==> src/rtl/sevenseg_pkg.sv <==
`default_nettype none
// ============================================================================
// Module      : sevenseg_pkg
// Description : Shared constants, state type and helpers for the seven-segment
//               capture block. Segment patterns are active-low and written
//               MSB-first as {g,f,e,d,c,b,a}.
// Revision    : 1.0 - initial release
// ============================================================================
package sevenseg_pkg;

    // Active-low segment patterns, bit 0 = a ... bit 6 = g
    localparam logic [6:0] SEG_0          = 7'b1000000;
    localparam logic [6:0] SEG_1          = 7'b1111001;
    localparam logic [6:0] SEG_2          = 7'b0100100;
    localparam logic [6:0] SEG_3          = 7'b0110000;
    localparam logic [6:0] SEG_4          = 7'b0011001;
    localparam logic [6:0] SEG_5          = 7'b0010010;
    localparam logic [6:0] SEG_6          = 7'b0000010;
    localparam logic [6:0] SEG_7          = 7'b1111000;
    localparam logic [6:0] SEG_8          = 7'b0000000;
    localparam logic [6:0] SEG_9          = 7'b0010000;
    localparam logic [6:0] SEG_UNDERSCORE = 7'b1110111;
    localparam logic [6:0] SEG_BLANK      = 7'b1111111;

    // Digit codes beyond 0..9
    localparam logic [3:0] CODE_UNDERSCORE = 4'd10;
    localparam logic [3:0] CODE_INVALID    = 4'd14;
    localparam logic [3:0] CODE_BLANK      = 4'd15;

    // Anode patterns (active-low, one digit selected)
    localparam logic [3:0] AN_SLOT0 = 4'b1110;
    localparam logic [3:0] AN_SLOT1 = 4'b1101;
    localparam logic [3:0] AN_SLOT2 = 4'b1011;
    localparam logic [3:0] AN_SLOT3 = 4'b0111;

    typedef enum logic [1:0] {
        SYNC    = 2'd0,
        COLLECT = 2'd1,
        STALLED = 2'd2
    } state_t;

    // True when exactly one anode is driven low
    function automatic logic an_single_low(input logic [3:0] an);
        return ($countones(~an) == 1);
    endfunction

    // Slot index of the selected digit; only meaningful when an_single_low()
    function automatic logic [1:0] an_slot(input logic [3:0] an);
        logic [1:0] slot;
        case (an)
            AN_SLOT1: slot = 2'd1;
            AN_SLOT2: slot = 2'd2;
            AN_SLOT3: slot = 2'd3;
            default:  slot = 2'd0;
        endcase
        return slot;
    endfunction

    // All four codes are decimal digits
    function automatic logic digits_decimal(input logic [15:0] d);
        return (d[3:0] <= 4'd9) && (d[7:4] <= 4'd9) &&
               (d[11:8] <= 4'd9) && (d[15:12] <= 4'd9);
    endfunction

    // d3*1000 + d2*100 + d1*10 + d0; 9999 fits in 14 bits
    function automatic logic [13:0] digits_to_value(input logic [15:0] d);
        return (14'(d[15:12]) * 14'd1000) + (14'(d[11:8]) * 14'd100) +
               (14'(d[7:4]) * 14'd10) + 14'(d[3:0]);
    endfunction

endpackage
`default_nettype wire

==> src/rtl/sevenseg_capture_if.sv <==
`default_nettype none
// ============================================================================
// Module      : sevenseg_capture_if
// Description : Bundle of the tapped display bus (an/seg) and the captured
//               frame results. master = display side / consumer,
//               slave = capture block.
// Revision    : 1.0 - initial release
// ============================================================================
interface sevenseg_capture_if;
    logic [3:0]  an;           // anode enables, active-low
    logic [6:0]  seg;          // segment lines, active-low
    logic [15:0] digits;       // captured codes, 4 bits per digit
    logic [13:0] value;        // binary value, 0 when !value_ok
    logic        value_ok;     // all codes decimal
    logic        frame_valid;  // one-cycle frame update pulse
    logic        seg_err;      // last frame had an undecodable pattern
    logic        stalled;      // scanning timed out
    logic [15:0] frame_count;  // frames emitted, wrapping

    modport master (
        output an, seg,
        input  digits, value, value_ok, frame_valid, seg_err, stalled, frame_count
    );

    modport slave (
        input  an, seg,
        output digits, value, value_ok, frame_valid, seg_err, stalled, frame_count
    );
endinterface
`default_nettype wire

==> src/rtl/sevenseg_capture_seg_decode.sv <==
`default_nettype none
// ============================================================================
// Module      : seg_decode
// Description : Combinational active-low seven-segment pattern to digit code.
//               Unknown patterns map to CODE_INVALID with o_invalid set.
// Ports       : i_seg     - active-low segments {g..a}
//               o_code    - 4-bit digit code
//               o_invalid - pattern not recognised
// Revision    : 1.0 - initial release
// ============================================================================
module seg_decode
    import sevenseg_pkg::*;
(
    input  wire logic [6:0] i_seg,
    output logic      [3:0] o_code,
    output logic            o_invalid
);

    always_comb begin
        o_code    = CODE_INVALID;
        o_invalid = 1'b0;
        case (i_seg)
            SEG_0:          o_code = 4'd0;
            SEG_1:          o_code = 4'd1;
            SEG_2:          o_code = 4'd2;
            SEG_3:          o_code = 4'd3;
            SEG_4:          o_code = 4'd4;
            SEG_5:          o_code = 4'd5;
            SEG_6:          o_code = 4'd6;
            SEG_7:          o_code = 4'd7;
            SEG_8:          o_code = 4'd8;
            SEG_9:          o_code = 4'd9;
            SEG_UNDERSCORE: o_code = CODE_UNDERSCORE;
            SEG_BLANK:      o_code = CODE_BLANK;
            default:        o_invalid = 1'b1;
        endcase
    end

endmodule
`default_nettype wire

==> src/rtl/sevenseg_capture.sv <==
`default_nettype none
// ============================================================================
// Module      : sevenseg_capture
// Description : Taps a multiplexed 4-digit seven-segment bus, debounces each
//               {an,seg} sample, reassembles one frame per scan and reports
//               digit codes, binary value and error/stall status.
// Ports       : clk   - system clock (display driver clock)
//               reset - synchronous, active-high
//               cap   - sevenseg_capture_if.slave (an/seg in, frame results out)
// Revision    : 1.0 - initial release
// ============================================================================
module sevenseg_capture
    import sevenseg_pkg::*;
#(
    parameter int STABLE_CYCLES  = 2,     // 1..15
    parameter int TIMEOUT_CYCLES = 1024
)(
    input  wire logic          clk,
    input  wire logic          reset,
    sevenseg_capture_if.slave  cap
);

    // Run counter saturates one past the accept length so the accept
    // condition holds for exactly one cycle per run.
    localparam int              RUN_W      = 5;
    localparam logic [RUN_W-1:0] RUN_ACCEPT = RUN_W'(STABLE_CYCLES);
    localparam logic [RUN_W-1:0] RUN_SAT    = RUN_W'(STABLE_CYCLES + 1);
    localparam int              TO_W       = $clog2(TIMEOUT_CYCLES + 1);
    localparam logic [TO_W-1:0] TO_LAST    = TO_W'(TIMEOUT_CYCLES - 1);

    // ------------------------------------------------------------------
    // Sampling and run-length debounce
    // ------------------------------------------------------------------
    logic [3:0]       r_samp_an;
    logic [6:0]       r_samp_seg;
    logic [RUN_W-1:0] r_run;
    logic             w_same;

    assign w_same = ({cap.an, cap.seg} == {r_samp_an, r_samp_seg});

    always_ff @(posedge clk) begin
        if (reset) begin
            r_samp_an  <= 4'hF;
            r_samp_seg <= SEG_BLANK;
            r_run      <= RUN_W'(1);
        end else begin
            r_samp_an  <= cap.an;
            r_samp_seg <= cap.seg;
            if (!w_same)
                r_run <= RUN_W'(1);
            else if (r_run != RUN_SAT)
                r_run <= r_run + RUN_W'(1);
        end
    end

    logic [3:0] w_code;
    logic       w_invalid;
    logic       w_accept;
    logic [1:0] w_slot;
    logic [3:0] w_slot_bit;

    seg_decode u_seg_decode (
        .i_seg     (r_samp_seg),
        .o_code    (w_code),
        .o_invalid (w_invalid)
    );

    assign w_accept   = (r_run == RUN_ACCEPT) && an_single_low(r_samp_an);
    assign w_slot     = an_slot(r_samp_an);
    assign w_slot_bit = 4'b0001 << w_slot;

    // ------------------------------------------------------------------
    // Inactivity timeout; any accept restarts it
    // ------------------------------------------------------------------
    logic [TO_W-1:0] r_to_cnt;
    logic            w_to_hit;

    always_ff @(posedge clk) begin
        if (reset || w_accept)
            r_to_cnt <= '0;
        else if (r_to_cnt != TO_LAST)
            r_to_cnt <= r_to_cnt + TO_W'(1);
    end

    assign w_to_hit = (r_to_cnt == TO_LAST) && !w_accept;

    // ------------------------------------------------------------------
    // Frame assembly FSM
    // ------------------------------------------------------------------
    state_t      r_state, w_state_nxt;
    logic [3:0]  r_mask,  w_mask_nxt;
    logic        r_err,   w_err_nxt;
    logic        w_store;
    logic        w_complete;
    logic [15:0] r_slots;
    logic [15:0] w_merged;

    always_ff @(posedge clk) begin
        if (reset) begin
            r_state <= SYNC;
            r_mask  <= 4'b0000;
            r_err   <= 1'b0;
        end else begin
            r_state <= w_state_nxt;
            r_mask  <= w_mask_nxt;
            r_err   <= w_err_nxt;
        end
    end

    always_comb begin
        w_state_nxt = r_state;
        w_mask_nxt  = r_mask;
        w_err_nxt   = r_err;
        w_store     = 1'b0;
        w_complete  = 1'b0;
        w_merged    = r_slots;
        w_merged[{w_slot, 2'b00} +: 4] = w_code;

        case (r_state)
            SYNC, STALLED: begin
                if (w_accept && (w_slot == 2'd0)) begin
                    w_store     = 1'b1;
                    w_mask_nxt  = 4'b0001;
                    w_err_nxt   = w_invalid;
                    w_state_nxt = COLLECT;
                end else if ((r_state == SYNC) && w_to_hit) begin
                    w_mask_nxt  = 4'b0000;
                    w_err_nxt   = 1'b0;
                    w_state_nxt = STALLED;
                end
            end
            COLLECT: begin
                if (w_accept) begin
                    w_store = 1'b1;
                    if ((r_mask | w_slot_bit) == 4'b1111) begin
                        w_complete  = 1'b1;
                        w_mask_nxt  = 4'b0000;
                        w_err_nxt   = 1'b0;
                        w_state_nxt = SYNC;
                    end else begin
                        w_mask_nxt = r_mask | w_slot_bit;
                        w_err_nxt  = r_err | w_invalid;
                    end
                end else if (w_to_hit) begin
                    w_mask_nxt  = 4'b0000;
                    w_err_nxt   = 1'b0;
                    w_state_nxt = STALLED;
                end
            end
            default: begin
                w_mask_nxt  = 4'b0000;
                w_err_nxt   = 1'b0;
                w_state_nxt = SYNC;
            end
        endcase
    end

    // ------------------------------------------------------------------
    // Slot storage and frame staging. The completed frame is snapshotted
    // so the slot registers are free for the next scan immediately.
    // ------------------------------------------------------------------
    logic        r_complete;
    logic [15:0] r_stage_digits;
    logic        r_stage_err;

    always_ff @(posedge clk) begin
        if (reset) begin
            r_slots        <= 16'hFFFF;
            r_complete     <= 1'b0;
            r_stage_digits <= 16'hFFFF;
            r_stage_err    <= 1'b0;
        end else begin
            r_complete <= w_complete;
            if (w_store)
                r_slots <= w_merged;
            if (w_complete) begin
                r_stage_digits <= w_merged;
                r_stage_err    <= r_err | w_invalid;
            end
        end
    end

    // ------------------------------------------------------------------
    // Frame outputs
    // ------------------------------------------------------------------
    logic [15:0] r_digits;
    logic [13:0] r_value;
    logic        r_value_ok;
    logic        r_frame_valid;
    logic        r_seg_err;
    logic [15:0] r_frame_count;
    logic        w_stage_ok;

    assign w_stage_ok = digits_decimal(r_stage_digits);

    always_ff @(posedge clk) begin
        if (reset) begin
            r_digits      <= 16'hFFFF;
            r_value       <= '0;
            r_value_ok    <= 1'b0;
            r_frame_valid <= 1'b0;
            r_seg_err     <= 1'b0;
            r_frame_count <= '0;
        end else begin
            r_frame_valid <= r_complete;
            if (r_complete) begin
                r_digits      <= r_stage_digits;
                r_value_ok    <= w_stage_ok;
                r_value       <= w_stage_ok ? digits_to_value(r_stage_digits) : '0;
                r_seg_err     <= r_stage_err;
                r_frame_count <= r_frame_count + 16'd1;
            end
        end
    end

    assign cap.digits      = r_digits;
    assign cap.value       = r_value;
    assign cap.value_ok    = r_value_ok;
    assign cap.frame_valid = r_frame_valid;
    assign cap.seg_err     = r_seg_err;
    assign cap.stalled     = (r_state == STALLED);
    assign cap.frame_count = r_frame_count;

endmodule
`default_nettype wire

==> src/flat_wrapper.sv <==
// flat-port wrapper written by rule: the top's interface ports become plain ports
module sevenseg_capture_flat import sevenseg_pkg::*;
#(
    parameter int STABLE_CYCLES  = 2,             
    parameter int TIMEOUT_CYCLES = 1024
)
  (clk, reset, cap_an, cap_seg, cap_digits, cap_value, cap_value_ok, cap_frame_valid, cap_seg_err, cap_stalled, cap_frame_count);
  sevenseg_capture_if cap_i ();
  input  wire logic clk;
  input  wire logic reset;
  input wire logic [$bits(cap_i.an)-1:0] cap_an;
  input wire logic [$bits(cap_i.seg)-1:0] cap_seg;
  output wire logic [$bits(cap_i.digits)-1:0] cap_digits;
  output wire logic [$bits(cap_i.value)-1:0] cap_value;
  output wire logic [$bits(cap_i.value_ok)-1:0] cap_value_ok;
  output wire logic [$bits(cap_i.frame_valid)-1:0] cap_frame_valid;
  output wire logic [$bits(cap_i.seg_err)-1:0] cap_seg_err;
  output wire logic [$bits(cap_i.stalled)-1:0] cap_stalled;
  output wire logic [$bits(cap_i.frame_count)-1:0] cap_frame_count;
  assign cap_i.an = cap_an;
  assign cap_i.seg = cap_seg;
  assign cap_digits = cap_i.digits;
  assign cap_value = cap_i.value;
  assign cap_value_ok = cap_i.value_ok;
  assign cap_frame_valid = cap_i.frame_valid;
  assign cap_seg_err = cap_i.seg_err;
  assign cap_stalled = cap_i.stalled;
  assign cap_frame_count = cap_i.frame_count;
  sevenseg_capture #(.STABLE_CYCLES(STABLE_CYCLES), .TIMEOUT_CYCLES(TIMEOUT_CYCLES)) u_core (.clk(clk), .reset(reset), .cap(cap_i));
endmodule
==> config.mk <==
export PLATFORM = sky130hd
export DESIGN_NAME = sevenseg_capture_flat
export DESIGN_NICKNAME = d
export VERILOG_FILES = /design/src/rtl/sevenseg_pkg.sv /design/src/rtl/sevenseg_capture_if.sv /design/src/rtl/sevenseg_capture_seg_decode.sv /design/src/rtl/sevenseg_capture.sv /design/src/flat_wrapper.sv
export SDC_FILE = /design/constraint.sdc
export NUM_CORES = 1
export LEC_CHECK = 0
export BUFFER_PORTS_ARGS = -buffer_cell sky130_fd_sc_hd__buf_2
export CELL_PAD_IN_SITES_DETAIL_PLACEMENT = 1
export CELL_PAD_IN_SITES_GLOBAL_PLACEMENT = 1
export CORE_MARGIN = 3
export CORE_UTILIZATION = 46
export DETAILED_ROUTE_END_ITERATION = 16
export PLACE_DENSITY = 0.88
export SLEW_MARGIN = 20
export SYNTH_ARGS = -nofsm -noshare
export SYNTH_HDL_FRONTEND = slang
export SYNTH_HIERARCHICAL = 1
export SYNTH_SLANG_ARGS = --single-unit
==> constraint.sdc <==
create_clock -name clk -period 4.8 [get_ports clk]
set_input_delay 0.96 -clock clk [delete_from_list [all_inputs] [get_ports clk]]
set_output_delay 0.96 -clock clk [all_outputs]
set_load 0.02 [all_outputs]
==> metrics.cfg, run 1 <==
[global_routing]
grt_pass1_vias = 6333
grt_max_degree = 76
grt_use_total_pct = 25.9
overflow = 0
antenna_found_initial = 0
grt_pass1_wl_mm = 33.3

[clocking]
ctsHtreeMaxLevel = 4
cts_sinks = 117
root_buffer = clkbuf_16
cts_max_path_buffers = 2
clkTransAtPathRegs_ps = 60
worstSkewPairLatency_ps = 420
cts_made_buffers = 17
cts_tree = built
postCtsSetupBuffers = 0

[place]
placed_cell_area_um2 = 7230
numPortBuffers = 62
pre_cts_ws_ps = 195
place_congestion = 0.827
hpwl_mm = 12.4

[power_and_ir_drop]
leakagePower_nw = 3.41
power.density_nw_per_um2 = 312
ir_worst_vdd_uv = 238

[cells_and_area]
fillCellCount = 1602
drive_above_1_share_pct = 16.7
fin_util_pct = 55.6
design_area_um2 = 7870
diodes = 0
syn_to_final_growth_pct = 16.0
nets = 888

[min_path]
min_path_cells = 1
min_path_type = register to register
hold_path_startpoint = u_core/r_slots[6]

[critical_path]
cp.required_ps = 5110
worstRegToRegCells = 16
cpMaxStageDelayCell = fa_2
ff2ff_setup_slack_ps = 240
cp_cell_sequence = fa_2 -> inv_1 -> fa_1 -> inv_1 -> ha_1 -> a21o_1 -> a21oi_1 -> xor2_1 -> ha_1 -> ha_1 -> ha_1 -> nand2_1 -> o31ai_2 -> a21oi_2 -> and3_1 -> a211o_1
r2r-start = u_core/r_stage_digits[13]
critPathCaptureType = register
crit_arrival_ps = 4870
worstSetupPathType = register to register
setup.worst_path.start = u_core/r_stage_digits[13]
path_common_cell = ha_1
cpPeakStageDelay_ps = 660
critPathMaxFanout = 7
start_kind = register

[detailed_routing]
vias_per_cell = 5.85
drtPass1Iterations = 5
drt-initial-drc-count = 407
wire_per_inst_um = 21.0
drt.antenna.violating_nets = 0
num_vias = 5734
routed_wl_mm = 20.6
drc = 0

[synthesis]
synth.avg_cell_area_um2 = 9.26
synth_area_leaders = dfxtp_1, ha_1, a211o_1
synth_flop_cell = dfxtp_1
ys_types = 63
async_reset_ff_share_pct = 0
synth_seq_cells = 117
syn-cell-area_um2 = 6790
synth_top_area_share_pct = 34.5
syn_inst = 733
synth_warnings = 6
synth_top_cell_by_area = dfxtp_1
synth_edf_count = 0
seq_area_frac_synth_pct = 34.5
syn_nets = 833

[sta]
worst_slack_ps = 245
worst_slew_pin_slew_ps = 808
drv_slew = 0
hold_viol_final = 0
finalCriticalPeriod_ps = 4560
tns_ps = 0
clock-skew-final_ps = 6.63
holdWs_ps = 461
setup_viol = 0
slew_headroom_pct = 45.9
fmaxAchievable_ghz = 0.220
fin_crit_sh_pct = 94.9
rsz0062_at_grt = no

[floorplan]
io_pins = 63
die-width_um = 127
core_area_um2 = 14100
die_h_um = 127
num_rows = 43
initial_core_util_pct = 48.0
die_area_um2 = 16200

[job]
maxCapViolations = 0

[run_status]
outcome = finished, final reports clean

## per-stage QoR
stage	total power, mW	cells
global placement	1.11	949
finish	2.46	981
CTS	2.47	981
detailed placement	1.12	949
global route	2.53	981
floorplan	1.09	733
## power breakdown
group          internal, mW  switching, mW
combinational        0.0390         0.0746
clock                 0.839          0.509
sequential            0.978         0.0156
total                  1.86          0.599
## worst paths after layout
check / end
hold reg to reg: u_core/r_slots[6]
setup reg to reg: u_core/cap.value[13]
setup / recovery: u_core/cap.value[13]
hold / removal: u_core/r_slots[6]
## cell usage after synthesis, drive strengths merged (3+ instances only)
| library cell | n |
|---|---|
| dfxtp | 117 |
| nor2 | 84 |
| ha | 69 |
| a211o | 51 |
| a21oi | 47 |
| inv | 46 |
| nor2b | 41 |
| xor2 | 33 |
| nand2 | 23 |
| nand3 | 20 |
| xnor2 | 20 |
| fa | 18 |
| clkbuf | 17 |
| buf | 14 |
| or2 | 14 |
| and3 | 13 |
| nand2b | 12 |
| o21ai | 11 |
| nand4 | 8 |
| a21o | 6 |
| mux2i | 6 |
| nor3 | 6 |
| a22oi | 5 |
| a2111oi | 4 |
| a31oi | 4 |
| and3b | 4 |
| and4 | 4 |
| a211oi | 3 |
| a22o | 3 |
| nor4 | 3 |
## cell type report
cell class                 instances  area [µm²]  area share, %
clock buffer                      19         443           5.63
sequential                       117        2340           29.8
tap                              180         225           2.86
timing repair buffer              67         348           4.42
multi-input combinational        539        4170           52.9
inverter                          46         173           2.19
clock inverter                    13         171           2.18
## layout by cell type, fill, tap and decap left out, drive strengths merged, types with 4 or more instances in the layout
cell type and n:
dfxtp 117, nor2 84, ha 69, buf 67, a211o 51, inv 51
a21oi 47, nor2b 41, xor2 33, nand2 23, xnor2 20, nand3 20
clkbuf 19, fa 18, or2 14, and3 13, nand2b 12, o21ai 11
nand4 8, mux2i 6, a21o 6, nor3 6, a22oi 5, and3b 4
and4 4, a31oi 4, a2111oi 4
## worst max-delay path: cells and delay by family, from the launching register on
| kind | cells | cell delay [ps] |
|---|---|---|
| buf+inv | 2 | 140 |
| compound gates | 5 | 1000 |
| xor+xnor | 1 | 180 |
| simple gates | 2 | 290 |
| fa+ha+maj | 6 | 2410 |
| flops | 1 | 430 |
## metal layers
layer | vias to the layer above | GRT usage (%) | share of wire (%)
met2 | 148 | 47.2 | 54
li1 | 2658 | - | -
met1 | 2866 | 28.8 | 39
met4 | 0 | 11.1 | 3.4
met3 | 62 | 5.81 | 3.5
met5 | - | 0 | 0
## state kept, by name, summed over array words and instances, names as in the netlist, 2 cells and up
name	cells
u_core/cap.digits	16
u_core/cap.frame_count	16
u_core/cap.value	14
u_core/r_mask	4
u_core/r_run	5
u_core/r_samp_an	4
u_core/r_samp_seg	7
u_core/r_slots	16
u_core/r_stage_digits	16
u_core/r_state	2
u_core/r_to_cnt	11
## logic make-up after synthesis
logic type	share of synthesized area [%]
adder cells (fa/ha/maj)	18.0
buffers and inverters	4.54
flip-flops	34.5
multiplexers	1.22
AO/OA/AOI/OAI	15.8
XOR/XNOR	6.84
AND/OR/NAND/NOR	19.1
## timing repair
action | 4_1_cts | 5_1_grt
gates resized for setup | 0 | 6
setup endpoints to repair | 0 | 3
hold buffers | 0 | 0
(Power assumes the default switching activity.)
==> run 2, diff against run 1 <==
Settings changed: CELL_PAD_IN_SITES_DETAIL_PLACEMENT 1 to default, CELL_PAD_IN_SITES_GLOBAL_PLACEMENT 1 to default, CORE_UTILIZATION 46 to 55, PLACE_DENSITY 0.88 to 0.83.
==> run 2 against run 1 <==
  * Sequential share of layout area up 0.31 points
  * Critical path depth stayed put
  * Largest cell class unchanged
  * Setup slack gained 77 ps
==> metrics.cfg, run 2 (synthesized netlist as in run 1, its figures left out) <==
[global_routing]
overflow = 0  ; unchanged
grt_pass1_vias = 5472  ; -14%
grt_use_total_pct = 23.4  ; -2.5 points
grt_max_degree = 63  ; -17%
antenna_found_initial = 0  ; unchanged
grt_pass1_wl_mm = 25.1  ; -25%

[job]
maxCapViolations = 0  ; unchanged

[floorplan]
core_area_um2 = 11700  ; -17%
num_rows = 39  ; -9.3%
die_area_um2 = 13700  ; -16%
initial_core_util_pct = 57.9  ; +10 points
die_h_um = 117  ; -8.1%
die-width_um = 117  ; -8.1%
io_pins = 63  ; unchanged

[cells_and_area]
regArea_um2 = 2340  ; about the same
mostFrequentLayoutCells = dfxtp_1, nor2_1, ha_1
drive_above_1_share_pct = 16.0  ; -0.71 points
multiInputGateArea_um2 = 4160  ; -0.27%
syn_to_final_growth_pct = 14.8
fillCellCount = 886  ; -45%
diodes = 0  ; unchanged
nets = 887  ; -0.11%
final_common_cell = dfxtp_1

[place]
numPortBuffers = 62  ; unchanged
place_congestion = 0.842  ; +1.8%
hpwl_mm = 10.8  ; -13%

[detailed_routing]
wire_per_inst_um = 16.4  ; -22%
drt.antenna.violating_nets = 0  ; unchanged
routed_wl_mm = 15.5  ; -25%
drtPass1Iterations = 6  ; +1
num_vias = 5499  ; -4.1%
vias_per_cell = 5.84  ; -0.13%
drt-initial-drc-count = 364  ; -11%
drc = 0  ; unchanged

[sta]
holdWs_ps = 451  ; -10.4 ps
tns_ps = 0  ; unchanged
drv_slew = 0  ; unchanged
fmaxAchievable_ghz = 0.223  ; +1.7%
fin_crit_sh_pct = 93.3  ; -1.6 points
setup_viol = 0  ; unchanged
clock-skew-final_ps = 6.63  ; +0.00483 ps
worst_slew_pin_slew_ps = 803  ; -5.62 ps
slew_headroom_pct = 46.3  ; +0.38 points
finalCriticalPeriod_ps = 4480  ; -77.1 ps
rsz0062_at_grt = no
hold_viol_final = 0  ; unchanged

[critical_path]
start_kind = register
cp.required_ps = 5110  ; about the same
critPathCaptureType = register
path_common_cell = ha_1
worstSetupPathType = register to register
cpPeakStageDelay_ps = 610  ; -50 ps
crit_arrival_ps = 4780  ; -90 ps
cpMaxStageDelayCell = fa_1
critPathMaxFanout = 8  ; +1
cp_cell_sequence = fa_1 -> inv_1 -> fa_1 -> inv_1 -> ha_1 -> a21o_1 -> a21oi_1 -> xor2_1 -> ha_1 -> ha_1 -> ha_1 -> nand2_1 -> o31ai_2 -> a21oi_2 -> and3_1 -> a211o_1

[power_and_ir_drop]
power.net_switching_mw = 0.539  ; -10%
clockPowerShare_pct = 53.5  ; -1.4 points
combPwrFrac_pct = 4.4  ; -0.2 points
pwr-share-seq_pct = 42.1  ; +1.6 points
leakagePower_nw = 3.38  ; -0.76%
swShare_pct = 22.8  ; -1.6 points
ir_worst_vdd_uv = 199  ; -16%
cell_internal_pwr_mw = 1.82  ; -1.9%
power.density_nw_per_um2 = 303  ; -2.8%

[clocking]
worstSkewPairLatency_ps = 420  ; about the same
hold_buffers = 0  ; unchanged
cts_tree = built
postCtsSetupBuffers = 0  ; unchanged
cts-resized-gates = 0  ; unchanged
ctsHtreeMaxLevel = 4  ; unchanged
clkTransAtPathRegs_ps = 50  ; about the same
cts_made_buffers = 17  ; unchanged
cts_max_path_buffers = 2  ; unchanged
cts_sinks = 117  ; unchanged
root_buffer = clkbuf_16

[min_path]
min_path_type = register to register

[run_status]
outcome = finished, final reports clean

==> run 2: final cells by class <==
type	instances	share of cell area, %
clock buffer	21	6.04
clock inverter	10	1.59
inverter	46	2.22
multi-input combinational	539	53.4
sequential	117	30.1
tap	143	2.30
timing repair buffer	66	4.37
==> run 2: per-layer routing <==
layer  vias to the layer above  global-route usage, %  wire length (µm)
met2                       132                   39.7              7810
met3                        41                   6.22               705
met1                      2671                   27.0              6480
met5                         -                      0                 0
met4                         0                   12.2               487
li1                       2655                      -                 -
==> run 2: power by group through the flow <==
| stage | combinational (mW) | clock, mW | sequential, mW |
|---|---|---|---|
| 6_report | 0.103 | 1.26 | 0.993 |
| 3_3_place_gp | 0.0955 | 0 | 1.01 |
| 3_5_place_dp | 0.0994 | 0 | 1.01 |
| 2_1_floorplan | 0.0799 | 0 | 1.01 |
| 5_1_grt | 0.115 | 1.33 | 0.995 |
| 4_1_cts | 0.101 | 1.28 | 0.993 |
==> run 2: worst paths after layout <==
check	cells after the start	to	slack [ps]	start
max	16	u_core/cap.value[13]	320	u_core/r_stage_digits[14]
min	1	u_core/r_slots[1]	450	u_core/r_slots[1]
max reg2reg	16	u_core/cap.value[13]	320	u_core/r_stage_digits[14]
min reg2reg	1	u_core/r_slots[1]	450	u_core/r_slots[1]
==> run 2: stage by stage <==
step	utilization (%)	std cells	cell area, µm²	power, mW	setup slack, ps
global route	66.5	942	7790	2.44	79.7
floorplan	-	733	6790	1.09	594
finish	66.5	942	7790	2.36	322
detailed placement	61.3	911	7180	1.11	298
global placement	61.3	911	7180	1.11	431
CTS	66.4	942	7770	2.38	286
==> run 2: worst max-delay path: cells and delay by family, from the launching register on <==
family,cells,cell delay (ps)
buffers and inverters,2,150
xor gates and xnor gates,1,180
AOI/OAI and AO/OA,5,1000
adders and majority gates,6,2350
DFF,1,410
and+or+nand+nor,2,270
==> run 3, diff against run 2 <==
Settings changed: CORE_UTILIZATION 55 to 54, CTS_CLUSTER_SIZE from default to 40, PLACE_DENSITY 0.83 to 0.84.
Clock period 4.8 ns to 3.6 ns, I/O delays scaled along.
==> run 3 against run 2 <==
  * The flow now finishes with violations (negative setup slack)
  * Non-clock buffer count grew 42
  * Power grew 38%
  * Hold slack worse by 4.2 ps
  * First-iteration DRC count up 13%
  * Setup slack worse by 690 ps
  * Global-route usage increased by 0.78 points
  * Largest cell class unchanged
  * Clock power up 43%
  * Wire length rose by 8.3%
  * Combinational power rose by 37%
  * Fmax up 13%
  * Core utilization up 3.5 points
  * Register-to-register slack lost 690 ps
==> metrics.cfg, run 3 (synthesized netlist as in run 1, its figures left out) <==
[critical_path]
ff2ff_setup_slack_ps = -360  ; -690 ps
cpMaxStageDelayCell = fa_1
worstRegToRegCells = 15  ; -1
worst-path-buf-inv = 2  ; unchanged
crit_arrival_ps = 4260  ; -520 ps
critPathCaptureType = register
cp.required_ps = 3900  ; -1210 ps
cpPeakStageDelay_ps = 570  ; -40 ps
path_depth = 15  ; -1
cp_cell_sequence = fa_1 -> inv_2 -> fa_1 -> inv_2 -> ha_4 -> and3b_1 -> a2111oi_4 -> xnor2_1 -> ha_1 -> ha_4 -> nand2_1 -> o31ai_2 -> a21oi_2 -> and3_1 -> a211o_1
critPathMaxFanout = 4  ; -4
worstSetupPathType = register to register
path_delay_family = adder cells
start_kind = register

[floorplan]
num_rows = 40  ; +2.6%
die_area_um2 = 13900  ; +1.8%
die-width_um = 118  ; +0.88%
io_pins = 63  ; unchanged
die_h_um = 118  ; +0.88%
core_area_um2 = 12200  ; +3.8%
initial_core_util_pct = 55.8  ; -2.1 points

[clocking]
root_buffer = clkbuf_16
cts_sinks = 117  ; unchanged
clkTransAtPathRegs_ps = 60  ; about the same
cts_max_path_buffers = 2  ; unchanged
cts_tree = built
worstSkewPairLatency_ps = 410  ; about the same
ctsHtreeMaxLevel = 4  ; unchanged
cts_made_buffers = 17  ; unchanged
hold_buffers = 0  ; unchanged

[power_and_ir_drop]
power.density_nw_per_um2 = 384  ; +27%
cell_internal_pwr_mw = 2.54  ; +40%
pwr-share-seq_pct = 40.5  ; -1.6 points
swShare_pct = 22.0  ; -0.78 points
leakagePower_nw = 3.63  ; +7.2%
power.net_switching_mw = 0.720  ; +34%
totalPowerFinal_mw = 3.26  ; +38%
ir_worst_vdd_uv = 329  ; +65%
clockPowerShare_pct = 55.2  ; +1.7 points
combPwrFrac_pct = 4.3  ; about the same

[detailed_routing]
routed_wl_mm = 16.8  ; +8.3%
vias_per_cell = 5.70  ; -2.4%
drt-initial-drc-count = 412  ; +13%
drtPass1Iterations = 5  ; -1
drt.antenna.violating_nets = 0  ; unchanged
num_vias = 5757  ; +4.7%
wire_per_inst_um = 16.6  ; +1.0%
drc = 0  ; unchanged

[sta]
setup_viol = 6  ; +6
fin_crit_sh_pct = 110  ; +17 points
clock-skew-final_ps = 5.87  ; -0.763 ps
fmaxAchievable_ghz = 0.252  ; +13%
worst_slew_pin_slew_ps = 774  ; -28.7 ps
drv_slew = 0  ; unchanged
slew_headroom_pct = 48.2  ; +1.9 points
hold_viol_final = 0  ; unchanged
worst_slack_ps = -364  ; -685 ps
holdWs_ps = 447  ; -4.24 ps
rsz0062_at_grt = yes
finalCriticalPeriod_ps = 3960  ; -515 ps

[min_path]
min_path_type = register to register
min_path_cells = 2  ; +1

[job]
maxCapViolations = 0  ; unchanged

[run_status]
outcome = complete, but fails checks
violations = negative setup slack

[cells_and_area]
syn_to_final_growth_pct = 25.4
diodes = 0  ; unchanged
drive_above_1_share_pct = 25.7  ; +9.6 points
fin_util_pct = 70.0  ; +3.5 points
design_area_um2 = 8510  ; +9.3%
final_common_cell = dfxtp_1
nets = 929  ; +4.7%
mostFrequentLayoutCells = dfxtp_1, nor2_1, buf_2

[global_routing]
antenna_found_initial = 0  ; unchanged
overflow = 0  ; unchanged
grt_pass1_wl_mm = 27.8  ; +11%
grt_use_total_pct = 24.2  ; +0.78 points
grt_pass1_vias = 5917  ; +8.1%
grt_max_degree = 61  ; -3.2%

[place]
placed_cell_area_um2 = 7720  ; +7.6%
hpwl_mm = 11.3  ; +4.5%
place_congestion = 0.831  ; -1.3%
pre_cts_ws_ps = -378  ; -676 ps
numPortBuffers = 62  ; unchanged

[run 3: area by class of cell]
| class | count | area [µm²] |
|---|---|---|
| Tap cell | 168 | 210 |
| Fill cell | 827 | 3650 |
| Clock buffer | 19 | 453 |
| Multi-Input combinational cell | 539 | 4470 |
| Clock inverter | 13 | 180 |
| Sequential cell | 117 | 2350 |
| Inverter | 46 | 173 |
| Timing Repair Buffer | 108 | 667 |
[run 3: final timing paths]
check,end,from
max reg2reg,u_core/cap.value[13],u_core/r_stage_digits[14]
min,u_core/r_to_cnt[10],u_core/r_to_cnt[10]
max,u_core/cap.value[13],u_core/r_stage_digits[14]
min reg2reg,u_core/r_to_cnt[10],u_core/r_to_cnt[10]
[run 3: through the flow]
stage | TNS, ps | std cells
after CTS | -968 | 1009
after floorplan | -435 | 733
after global routing | -1990 | 1010
final | -1330 | 1010
after global placement | -763 | 973
after detailed placement | -1100 | 973
[run 3: power by group through the flow]
stage / registers (mW) / logic [mW] / clock network (mW)
final: 1.32 / 0.141 / 1.80
after global routing: 1.32 / 0.156 / 1.87
after CTS: 1.32 / 0.137 / 1.82
after detailed placement: 1.35 / 0.134 / 0
after global placement: 1.35 / 0.128 / 0
after floorplan: 1.34 / 0.107 / 0
[run 3: layer usage]
metal	vias up	track usage (%)	share of wire, %
met3	39	5.57	5.5
met2	196	42.0	51
met4	0	9.30	2.1
met1	2782	28.9	42
li1	2740	-	-
met5	-	0	0
[run 3: repair_timing]
item                       4_1_cts  5_1_grt
gates resized for setup         15        8
pin swaps                       20        6
setup endpoints to repair        5        7
hold endpoints to repair         0        0
setup buffers                    4        1
[run 3: worst register-to-register path, delay by kind of cell (launching register included)]
family,cells,cell delay (ps)
AOI/OAI and AO/OA,4,820
xor gates and xnor gates,1,130
adders and majority gates,5,1960
buffers and inverters,2,110
DFF,1,370
and+or+nand+nor,3,470
